File: src/rtl/noc_inj_pkg.sv
// -----------------------------------------------------------------------------
// noc_inj_pkg
// Shared NoC definitions for the packet injector: size parameters, the flit
// format, the header overlay carried in a head flit's payload, the injector
// FSM encoding and a helper that builds a head flit.
//
// Size parameters (edit here, all users pick them up):
//   DATA_W    payload bits per flit
//   VC_NUM    number of virtual channels (VC field is clog2(VC_NUM), min 1)
//   MAX_BEATS maximum payload flits per packet (len field clog2(MAX_BEATS+1))
//   ID_X_W    X coordinate width
//   ID_Y_W    Y coordinate width
// -----------------------------------------------------------------------------
package noc_inj_pkg;

  localparam int DATA_W    = 64;
  localparam int VC_NUM    = 2;
  localparam int MAX_BEATS = 16;
  localparam int ID_X_W    = 3;
  localparam int ID_Y_W    = 3;

  localparam int VC_W  = (VC_NUM > 1) ? $clog2(VC_NUM) : 1;
  localparam int LEN_W = $clog2(MAX_BEATS + 1);
  localparam int HDR_W = 2 * ID_X_W + 2 * ID_Y_W + LEN_W;

  typedef enum logic [1:0] {
    FT_HEAD      = 2'd0,
    FT_BODY      = 2'd1,
    FT_TAIL      = 2'd2,
    FT_HEAD_TAIL = 2'd3
  } flit_type_e;

  typedef struct packed {
    flit_type_e        ftype;
    logic [VC_W-1:0]   vc;
    logic [DATA_W-1:0] payload;
  } noc_flit_t;

  // Head flit payload layout; len sits in the least significant bits.
  typedef struct packed {
    logic [DATA_W-HDR_W-1:0] rsvd;
    logic [ID_X_W-1:0]       dest_x;
    logic [ID_Y_W-1:0]       dest_y;
    logic [ID_X_W-1:0]       src_x;
    logic [ID_Y_W-1:0]       src_y;
    logic [LEN_W-1:0]        len;
  } noc_hdr_t;

  typedef enum logic [1:0] {
    ST_IDLE = 2'd0,
    ST_HEAD = 2'd1,
    ST_BODY = 2'd2
  } inj_state_e;

  // Per-packet context latched when a request is accepted.
  typedef struct packed {
    logic [ID_X_W-1:0] dest_x;
    logic [ID_Y_W-1:0] dest_y;
    logic [ID_X_W-1:0] src_x;
    logic [ID_Y_W-1:0] src_y;
    logic [LEN_W-1:0]  len;
    logic [VC_W-1:0]   vc;
  } pkt_ctx_t;

  function automatic noc_flit_t make_head(input pkt_ctx_t ctx);
    noc_flit_t f;
    noc_hdr_t  hdr;
    hdr        = '0;
    hdr.dest_x = ctx.dest_x;
    hdr.dest_y = ctx.dest_y;
    hdr.src_x  = ctx.src_x;
    hdr.src_y  = ctx.src_y;
    hdr.len    = ctx.len;
    f.ftype    = (ctx.len == '0) ? FT_HEAD_TAIL : FT_HEAD;
    f.vc       = ctx.vc;
    f.payload  = hdr;
    return f;
  endfunction

endpackage

File: src/rtl/noc_flit_out_reg.sv
// -----------------------------------------------------------------------------
// noc_flit_out_reg
// Single-entry output holding register towards the router local port.
// A loaded flit is presented (out_valid) straight away when its VC has buffer
// space in the load cycle; otherwise it is parked as pending and presented the
// cycle after its VC first reports space. Once presented, the flit is frozen
// until the fabric takes it, whatever vc_ready does meanwhile.
//
// Ports:
//   noc_clk, noc_rst  clock, asynchronous active-high reset
//   load, load_flit   write a new flit (honoured only when slot_free)
//   vc_ready          per-VC downstream buffer availability
//   out_ready         fabric accepts the presented flit
//   out_valid/out_flit presented flit
//   slot_free         a load this cycle will be taken
//   out_fire          out_valid && out_ready
//   perf_flits/perf_stall  (NOC_INJ_PERF_CNT_EN only) accepted flit count and
//                     stalled/pending cycle count, wrapping 32-bit
// Optional feature macro: NOC_INJ_PERF_CNT_EN
// -----------------------------------------------------------------------------
module noc_flit_out_reg
  import noc_inj_pkg::*;
(
  input  logic              noc_clk,
  input  logic              noc_rst,
  input  logic              load,
  input  noc_flit_t         load_flit,
  input  logic [VC_NUM-1:0] vc_ready,
  input  logic              out_ready,
  output logic              out_valid,
  output noc_flit_t         out_flit,
  output logic              slot_free,
  output logic              out_fire
`ifdef NOC_INJ_PERF_CNT_EN
  ,
  output logic [31:0]       perf_flits,
  output logic [31:0]       perf_stall
`endif
);

  logic      valid_q, valid_d;
  logic      pend_q, pend_d;
  noc_flit_t flit_q, flit_d;

  // NOTE: every signal written in a combinational block gets a default first,
  // so no path leaves it unassigned and no latch is inferred.
  always_comb begin
    valid_d   = valid_q;
    pend_d    = pend_q;
    flit_d    = flit_q;
    out_fire  = valid_q && out_ready;
    // A pending flit owns the slot even though it is not yet presented.
    slot_free = !pend_q && (!valid_q || out_ready);
    if (load && slot_free) begin
      flit_d  = load_flit;
      valid_d = vc_ready[load_flit.vc];
      pend_d  = !vc_ready[load_flit.vc];
    end else if (out_fire) begin
      valid_d = 1'b0;
    end else if (pend_q && vc_ready[flit_q.vc]) begin
      valid_d = 1'b1;
      pend_d  = 1'b0;
    end
  end

  // NOTE: sequential state uses non-blocking assignments so every flop samples
  // pre-edge values; the async reset clears the flit too so out_flit reads 0.
  always_ff @(posedge noc_clk or posedge noc_rst) begin
    if (noc_rst) begin
      valid_q <= 1'b0;
      pend_q  <= 1'b0;
      flit_q  <= '0;
    end else begin
      valid_q <= valid_d;
      pend_q  <= pend_d;
      flit_q  <= flit_d;
    end
  end

  assign out_valid = valid_q;
  assign out_flit  = flit_q;

`ifdef NOC_INJ_PERF_CNT_EN
  logic [31:0] perf_flits_q, perf_flits_d;
  logic [31:0] perf_stall_q, perf_stall_d;

  always_comb begin
    perf_flits_d = perf_flits_q + 32'(out_fire);
    perf_stall_d = perf_stall_q + 32'((valid_q && !out_ready) || pend_q);
  end

  always_ff @(posedge noc_clk or posedge noc_rst) begin
    if (noc_rst) begin
      perf_flits_q <= '0;
      perf_stall_q <= '0;
    end else begin
      perf_flits_q <= perf_flits_d;
      perf_stall_q <= perf_stall_d;
    end
  end

  assign perf_flits = perf_flits_q;
  assign perf_stall = perf_stall_q;
`endif

endmodule

File: src/rtl/noc_packet_injector.sv
// -----------------------------------------------------------------------------
// noc_packet_injector
// Source-side network interface of one mesh node. Accepts a packet request
// (destination, length, VC) and a payload beat stream, and emits a head flit
// followed by len body flits (last one typed TAIL) into the router local port,
// one flit per cycle when unstalled. Length mismatches between pay_last and
// req_len are repaired (zero fill or forced tail) and flagged on len_err.
//
// Ports:
//   noc_clk, noc_rst           clock, asynchronous active-high reset
//   src_x, src_y               this node's coordinates (static)
//   req_valid/req_ready        packet request handshake
//   req_dest_x/y, req_len, req_vc  request fields
//   pay_valid/pay_ready        payload beat handshake
//   pay_data, pay_last         payload beat and client end marker
//   out_valid/out_ready        flit handshake to the fabric
//   out_vc_ready               per-VC buffer availability
//   out_flit                   flit (noc_flit_t)
//   len_err                    one-cycle pulse on pay_last/req_len mismatch
//   perf_flits, perf_stall     (NOC_INJ_PERF_CNT_EN only) performance counters
// Optional feature macro: NOC_INJ_PERF_CNT_EN
// -----------------------------------------------------------------------------
module noc_packet_injector
  import noc_inj_pkg::*;
(
  input  logic              noc_clk,
  input  logic              noc_rst,
  input  logic [ID_X_W-1:0] src_x,
  input  logic [ID_Y_W-1:0] src_y,
  input  logic              req_valid,
  output logic              req_ready,
  input  logic [ID_X_W-1:0] req_dest_x,
  input  logic [ID_Y_W-1:0] req_dest_y,
  input  logic [LEN_W-1:0]  req_len,
  input  logic [VC_W-1:0]   req_vc,
  input  logic              pay_valid,
  output logic              pay_ready,
  input  logic [DATA_W-1:0] pay_data,
  input  logic              pay_last,
  output logic              out_valid,
  input  logic              out_ready,
  input  logic [VC_NUM-1:0] out_vc_ready,
  output noc_flit_t         out_flit,
  output logic              len_err
`ifdef NOC_INJ_PERF_CNT_EN
  ,
  output logic [31:0]       perf_flits,
  output logic [31:0]       perf_stall
`endif
);

  inj_state_e       state_q, state_d;
  pkt_ctx_t         ctx_q, ctx_d;
  logic [LEN_W-1:0] cnt_q, cnt_d;     // payload flits loaded so far
  logic             fill_q, fill_d;   // zero-filling after an early pay_last

  logic      load;
  noc_flit_t load_flit;
  logic      slot_free;
  logic      out_fire;
  logic      beat_phase;
  logic      beats_left;
  logic      last_beat;

  always_comb begin
    state_d    = state_q;
    ctx_d      = ctx_q;
    cnt_d      = cnt_q;
    fill_d     = fill_q;
    load       = 1'b0;
    load_flit  = '0;
    req_ready  = 1'b0;
    pay_ready  = 1'b0;
    len_err    = 1'b0;
    beat_phase = 1'b0;
    beats_left = (cnt_q < ctx_q.len);
    last_beat  = (cnt_q == ctx_q.len - LEN_W'(1));

    case (state_q)
      ST_IDLE: begin
        req_ready = !noc_rst && slot_free;
        if (req_valid && req_ready) begin
          ctx_d.dest_x = req_dest_x;
          ctx_d.dest_y = req_dest_y;
          ctx_d.src_x  = src_x;
          ctx_d.src_y  = src_y;
          ctx_d.len    = req_len;
          ctx_d.vc     = req_vc;
          cnt_d        = '0;
          fill_d       = 1'b0;
          // The head is built from the request fields and loaded on the
          // accepting edge so it is presented the very next cycle.
          load         = 1'b1;
          load_flit    = make_head(ctx_d);
          state_d      = ST_HEAD;
        end
      end
      ST_HEAD: begin
        if (ctx_q.len == '0) begin
          if (out_fire) state_d = ST_IDLE;
        end else begin
          // Beats may already flow while the head sits in the output
          // register, which keeps head-to-first-body at full rate.
          beat_phase = 1'b1;
          state_d    = ST_BODY;
        end
      end
      ST_BODY: begin
        beat_phase = 1'b1;
        // With every payload flit loaded, the only flit left is the tail.
        if (!beats_left && out_fire) state_d = ST_IDLE;
      end
      default: state_d = ST_IDLE;
    endcase

    if (beat_phase && beats_left) begin
      load_flit.ftype = last_beat ? FT_TAIL : FT_BODY;
      load_flit.vc    = ctx_q.vc;
      if (fill_q) begin
        // Client already ended the packet: pad with zeros at full rate.
        load_flit.payload = '0;
        if (slot_free) begin
          load  = 1'b1;
          cnt_d = cnt_q + LEN_W'(1);
        end
      end else begin
        load_flit.payload = pay_data;
        pay_ready         = slot_free;
        if (pay_valid && slot_free) begin
          load    = 1'b1;
          cnt_d   = cnt_q + LEN_W'(1);
          len_err = (pay_last != last_beat);
          if (pay_last && !last_beat) fill_d = 1'b1;
        end
      end
    end
  end

  always_ff @(posedge noc_clk or posedge noc_rst) begin
    if (noc_rst) begin
      state_q <= ST_IDLE;
      ctx_q   <= '0;
      cnt_q   <= '0;
      fill_q  <= 1'b0;
    end else begin
      state_q <= state_d;
      ctx_q   <= ctx_d;
      cnt_q   <= cnt_d;
      fill_q  <= fill_d;
    end
  end

  noc_flit_out_reg u_out_reg (
    .noc_clk   (noc_clk),
    .noc_rst   (noc_rst),
    .load      (load),
    .load_flit (load_flit),
    .vc_ready  (out_vc_ready),
    .out_ready (out_ready),
    .out_valid (out_valid),
    .out_flit  (out_flit),
    .slot_free (slot_free),
    .out_fire  (out_fire)
`ifdef NOC_INJ_PERF_CNT_EN
    ,
    .perf_flits(perf_flits),
    .perf_stall(perf_stall)
`endif
  );

endmodule

File: config.mk
export PLATFORM = sky130hd
export DESIGN_NAME = noc_packet_injector
export DESIGN_NICKNAME = d
export VERILOG_FILES = /design/src/rtl/noc_inj_pkg.sv /design/src/rtl/noc_flit_out_reg.sv /design/src/rtl/noc_packet_injector.sv
export SDC_FILE = /design/constraint.sdc
export NUM_CORES = 1
export LEC_CHECK = 0
export CAP_MARGIN = 30
export CELL_PAD_IN_SITES_DETAIL_PLACEMENT = 1
export CELL_PAD_IN_SITES_GLOBAL_PLACEMENT = 1
export CORE_ASPECT_RATIO = 0.5
export CORE_MARGIN = 5
export CORE_UTILIZATION = 38
export CTS_BUF_LIST = sky130_fd_sc_hd__clkbuf_4
export CTS_CLUSTER_DIAMETER = 40
export DETAILED_ROUTE_END_ITERATION = 10
export GPL_ROUTABILITY_DRIVEN = 0
export GPL_TIMING_DRIVEN = 0
export PLACE_DENSITY = 0.86
export REMOVE_ABC_BUFFERS = 1
export SLEW_MARGIN = 20
export SYNTH_ARGS = -nofsm -noshare
export SYNTH_HDL_FRONTEND = slang
export SYNTH_HIERARCHICAL = 1
export SYNTH_SLANG_ARGS = --single-unit
File: constraint.sdc
create_clock -name noc_clk -period 7.6 [get_ports noc_clk]
set_clock_uncertainty 0.15 [all_clocks]
set_input_delay 1.14 -clock noc_clk [delete_from_list [all_inputs] [get_ports noc_clk]]
set_output_delay 1.14 -clock noc_clk [all_outputs]
set_load 0.02 [all_outputs]
==> results of run 1 <==
-- cell type report --
type                       count  area, sq um  share of cell area [%]
inverter                      15         58.8                   0.924
clock buffer                  10         75.1                    1.18
clock inverter                 6         90.1                    1.42
multi-input combinational    262         2140                    33.7
sequential                    83         2080                    32.6
tap                          159          199                    3.13
timing repair buffer         168         1720                    27.1
-- cells by family after synthesis --
family / synth area share [%]
AO/OA/AOI/OAI: 6.59
AND/OR/NAND/NOR: 16.8
buffers and inverters: 4.67
multiplexers: 20.8
flip-flops: 47.0
XOR/XNOR: 1.39
adder cells (fa/ha/maj): 2.83
-- worst max-delay path, cell delays in order (launching register included) --
cell and delay (ns):
dfrtp_1 0.47, ha_1 0.29, nor2b_1 0.13, o31ai_1 0.49, and3_4 0.58, nand3_1 0.16
nor2_1 0.13, clkdlybuf4s50_1 0.62
-- stage by stage --
step / utilization (%) / power [mW] / setup slack [ns] / area [sq um] / std cells
2_1_floorplan: - / 1.56 / 2.76 / 4270 / 360
3_3_place_gp: 54.3 / 2.10 / 1.09 / 6070 / 679
3_5_place_dp: 55.4 / 2.18 / 2.83 / 6200 / 687
4_1_cts: 56.9 / 2.48 / 2.97 / 6360 / 703
5_1_grt: 56.9 / 2.60 / 2.80 / 6360 / 703
6_report: 56.9 / 2.45 / 3.02 / 6360 / 703
-- cells in the final DEF (no fill, tap or decap), types with 3 or more instances in the layout --
cell | Yosys | final
clkdlybuf4s50_1 | 0 | 160
dfrtp_1 | 83 | 83
and2_1 | 49 | 49
mux2_2 | 38 | 38
mux2_4 | 30 | 30
nand2_1 | 28 | 28
o21ai_0 | 21 | 21
nand3b_1 | 17 | 17
inv_1 | 14 | 13
nand3_1 | 11 | 11
ha_1 | 10 | 10
clkbuf_4 | 0 | 10
o21ai_1 | 9 | 9
mux2i_1 | 4 | 4
nor2_1 | 5 | 4
xor2_1 | 4 | 4
buf_8 | 0 | 4
xnor2_1 | 3 | 3
buf_6 | 8 | 3
-- worst max-delay path by stage --
| stage | endpoint | cells past startpoint | slack, ns |
|---|---|---|---|
| after floorplan | u_out_reg/out_flit[0] | 8 | 2.76 |
| after global placement | u_out_reg/out_flit[50] | 7 | 1.09 |
| after detailed placement | u_out_reg/out_flit[56] | 10 | 2.83 |
| after CTS | len_err | 7 | 2.97 |
| after global routing | len_err | 7 | 2.80 |
| final | len_err | 7 | 3.02 |
-- routing by layer --
metal / up-vias / part of all wire, % / GRT usage (%)
met5: - / 0 / 0
met1: 1732 / 41 / 22.2
met4: 0 / 2.7 / 7.08
li1: 1625 / - / -
met2: 75 / 53 / 34.8
met3: 23 / 3.8 / 4.04
-- power by group --
part           switching [mW]  leakage [nW]  internal [mW]  total (mW)
combinational           0.666          1.59          0.720        1.39
sequential              0.135          1.13          0.632       0.767
clock                   0.159        0.0866          0.138       0.297
total                   0.960          2.81           1.49        2.45
-- cell usage after synthesis, types with 5 or more instances --
master | n | area (sq um)
dfrtp_1 | 83 | 2080
and2_1 | 49 | 307
mux2_2 | 38 | 428
mux2_4 | 30 | 450
nand2_1 | 28 | 105
o21ai_0 | 21 | 105
nand3b_1 | 17 | 128
inv_1 | 14 | 52.6
nand3_1 | 11 | 55.1
ha_1 | 10 | 125
o21ai_1 | 9 | 45.0
buf_6 | 8 | 90.1
clkbuf_1 | 8 | 30.0
buf_2 | 5 | 25.0
nor2_1 | 5 | 18.8
-- registers in the layout, summed over array words and instances, names as in the netlist --
register             count
fill_q                   1
state_q                  2
u_out_reg/out_flit      67
ctx_q                    6
u_out_reg/pend_q         1
cnt_q                    5
u_out_reg/out_valid      1
==> results_dict.tcl, run 1 <==
set metrics [dict create \
    r2r_cells 11 \
    worstSetupPathType "reg2out" \
    cts_tree "built" \
    postCtsSetupBuffers 0 \
    clk_latency_ns 0.43 \
    min_period_ns 4.58 \
    grt_overflow 0 \
    rows 27 \
    drive_gt1_share_pct 18.9 \
    rrSetupSlack_ns 3.66 \
    vias 3455 \
    clk_pin_slew_worst_paths_ns 0.13 \
    synth-async-reset-ratio_pct 100 \
    worstPathMaxFanout 49 \
    num_io_pins 161 \
    nets 639 \
    p_leak_nw 2.81 \
    whs_ns 0.371 \
    powerDensity_nw_per_um2 385 \
    grt_first_pass_wirelength_mm 21.0 \
    worstMarginPinSlew_ns 0.640 \
    cts_buffers 9 \
    cp.arrival_ns 3.29 \
    drtIter0Drc 179 \
    hold_buffers 0 \
    dieArea_sq_um 14000 \
    synth_edf_count 0 \
    htreeDepth 3 \
    antenna_found_initial 0 \
    ant_nets 0 \
    post_synth.cell_area_avg_sq_um 11.6 \
    drv_slew 0 \
    cts_buffer_depth 2 \
    clock-sinks 83 \
    fp.dieH_um 86.3 \
    fp.dieW_um 163 \
    drt_wl_total_mm 13.2 \
    via_per_inst 4.91 \
    r2r-end "u_out_reg/out_flit[56]" \
    period_share_pct 60.2 \
    r2r_start "cnt_q[1]" \
    worstSetupStartpoint "cnt_q[1]" \
    critPathRequiredTime_ns 6.31 \
    rsz0062_at_grt "no" \
    port-buffer-count 160 \
    clock-root-buffer "clkbuf_4" \
    drc 0 \
    syn_inst 382 \
    hpwl_mm 10.4 \
    wl_per_cell_um 18.8 \
    finalHoldViolations 0 \
    diodes 0 \
    cts_resized 0 \
    syn-cell-area_sq_um 4420 \
    start_util_pct 39.6 \
    hp-class "reg2reg" \
    yosys_warnings 6 \
    first_global_vias 3753 \
    drtPass1Iterations 4 \
    cp-start-kind "register" \
    grt_max_degree 52 \
    min_from "ctx_q[0]" \
    synth_ff_type "dfrtp_1" \
    max_freq_mhz 218 \
    tns_ns 0 \
    coreArea_sq_um 11200 \
    grt.total_usage_pct 19.0 \
    status "finished, final reports clean" \
    synth_seq_cells 83 \
    yosysUniqueCellTypes 48 \
    fillers 1170 \
    vdd_drop_max_mv 0.137 \
    hold_end "ctx_q[0]" \
    slew-limit-headroom_pct 57.3 \
    synth.yosys.seq_area_share_pct 47.0 \
    min_path_cells 2 \
    max-cap-violations 0 \
    syn_to_final_growth_pct 43.9 \
    end_kind "output port" \
    setup_viol 0 \
]
No activity file was read; power rests on OpenSTA's default activity.
==> run 2, diff against run 1 <==
Settings changed: CORE_UTILIZATION 38 to 35, PLACE_DENSITY 0.86 to 0.8.
Clock period 7.6 ns to 4.8 ns, I/O delays scaled along.
==> run 2 against run 1 <==
Compared with the run above: die area increased by 7.8%; design area decreased by 0.28%; sequential power increased by 58%; worst hold slack got worse by 0.021 ns; largest power group unchanged; via count decreased by 0.49%; non-clock buffer count decreased by 1; largest cell class unchanged; cell count increased by 1.3%.
==> results_dict.tcl, run 2 (synthesis gave the netlist of run 1 again) <==
set metrics [dict create \
    status "finished, final reports clean" \
    grt_overflow 0 \
    min_period_ns 4.06 \
    hold_end "ctx_q[0]" \
    crit_buf_inv 1 \
    setup_ws_ns 0.738 \
    multiInputGateArea_sq_um 2140 \
    dp_slack_ns 0.513 \
    clk_pin_slew_worst_paths_ns 0.15 \
    r2r-end "u_out_reg/out_flit[46]" \
    layout_common_cells "160 x clkdlybuf4s50_1, 83 x dfrtp_1, 49 x and2_1, 38 x mux2_2, 30 x mux2_4" \
    rows 29 \
    worstSetupPathDepth 7 \
    r2r_start "cnt_q[1]" \
    ant_nets 0 \
    fp.dieW_um 169 \
    worstMarginPinSlew_ns 0.659 \
    cts_buffer_depth 2 \
    powerDensity_nw_per_um2 607 \
    placed_cells 697 \
    final-seq-area_sq_um 2080 \
    antenna_found_initial 0 \
    nets 638 \
    start_util_pct 35.3 \
    grt_first_pass_wirelength_mm 20.0 \
    fillers 1361 \
    cp.arrival_ns 3.19 \
    r2r_cells 10 \
    stdcell_count 712 \
    cp-start-kind "register" \
    setup_viol 0 \
    cts_tree "built" \
    dieArea_sq_um 15100 \
    max_freq_mhz 246 \
    first_global_vias 3648 \
    period_share_pct 84.6 \
    drc 0 \
    cts_resized 0 \
    drtIter0Drc 109 \
    num_io_pins 161 \
    worstPathMaxFanout 49 \
    syn_to_final_growth_pct 43.5 \
    finish.utilization_pct 50.7 \
    finalHoldViolations 0 \
    p_leak_nw 2.79 \
    hold_buffers 0 \
    rsz0062_at_grt "no" \
    rrSetupSlack_ns 1.09 \
    grt_max_degree 50 \
    critPathRequiredTime_ns 3.93 \
    drtPass1Iterations 5 \
    min_path_cells 2 \
    whs_ns 0.350 \
    mostFrequentLayoutCell "clkdlybuf4s50_1" \
    via_per_inst 4.83 \
    hp-class "reg2reg" \
    vdd_drop_max_mv 0.204 \
    drive_gt1_share_pct 18.5 \
    path_cells "ha_1 > nor2b_1 > o31ai_1 > and3_4 > nand3_1 > nor2_1 > clkdlybuf4s50_1" \
    crit_family "simple AND/OR/NAND/NOR gates" \
    clk_latency_ns 0.45 \
    max-cap-violations 0 \
    end_kind "output port" \
    clock-root-buffer "clkbuf_4" \
    largest_register_ffs 67 \
    slew-limit-headroom_pct 56.0 \
    cts_buffers 9 \
    coreArea_sq_um 12500 \
    clock-sinks 83 \
    vias 3438 \
    critPathSlowestCell "clkdlybuf4s50_1" \
    diodes 0 \
    drt_wl_total_mm 12.9 \
    min_from "ctx_q[0]" \
    port-buffer-count 160 \
    wl_per_cell_um 18.1 \
    htreeDepth 3 \
    worstSetupPathType "reg2out" \
    grt.total_usage_pct 16.8 \
    drv_slew 0 \
    critPathMaxStageDelay_ns 0.61 \
    fp.dieH_um 89.5 \
    finalPower_mw 3.85 \
    hpwl_mm 9.77 \
    postCtsSetupBuffers 0 \
]
run 2: area by class of cell:
type	instances	area share [%]
Tap cell	170	3.35
Multi-Input combinational cell	262	33.7
Clock inverter	6	1.28
Inverter	15	0.926
Timing Repair Buffer	167	26.9
Clock buffer	9	1.06
Sequential cell	83	32.7
run 2: power breakdown:
part           leakage, nW  switching, mW  internal, mW
sequential            1.13          0.213          1.00
clock               0.0792          0.251         0.205
combinational         1.58           1.04          1.14
total                 2.79           1.51          2.34
run 2: how the worst max path moves through the flow:
stage,end,start
4_1_cts,len_err,cnt_q[1]
6_report,len_err,cnt_q[1]
5_1_grt,len_err,cnt_q[1]
3_5_place_dp,u_out_reg/out_flit[46],out_ready
3_3_place_gp,u_out_reg/out_flit[46],out_ready
2_1_floorplan,u_out_reg/out_flit[0],cnt_q[1]
run 2: routing by layer:
layer	vias to the layer above	wire length [um]	GRT usage, %
met5	-	0	0
met4	0	181	4.16
met3	14	360	3.31
met2	49	7070	32.1
met1	1755	5270	19.8
li1	1620	-	-
run 2: through the flow:
stage          TNS (ns)  cell area, sq um
6_report              0              6350
5_1_grt               0              6350
4_1_cts               0              6350
3_5_place_dp          0              6200
3_3_place_gp     -89.90              6090
2_1_floorplan         0              4270
run 2: worst reg2reg max path, stage by stage, from the launching register on:
cell and delay (ns):
dfrtp_1 0.47, ha_1 0.28, nor2b_1 0.13, o31ai_1 0.39, nand3_1 0.44, nand2_1 0.25
inv_2 0.07, nor3_4 0.57, buf_8 0.26, buf_8 0.20, mux2_2 0.36
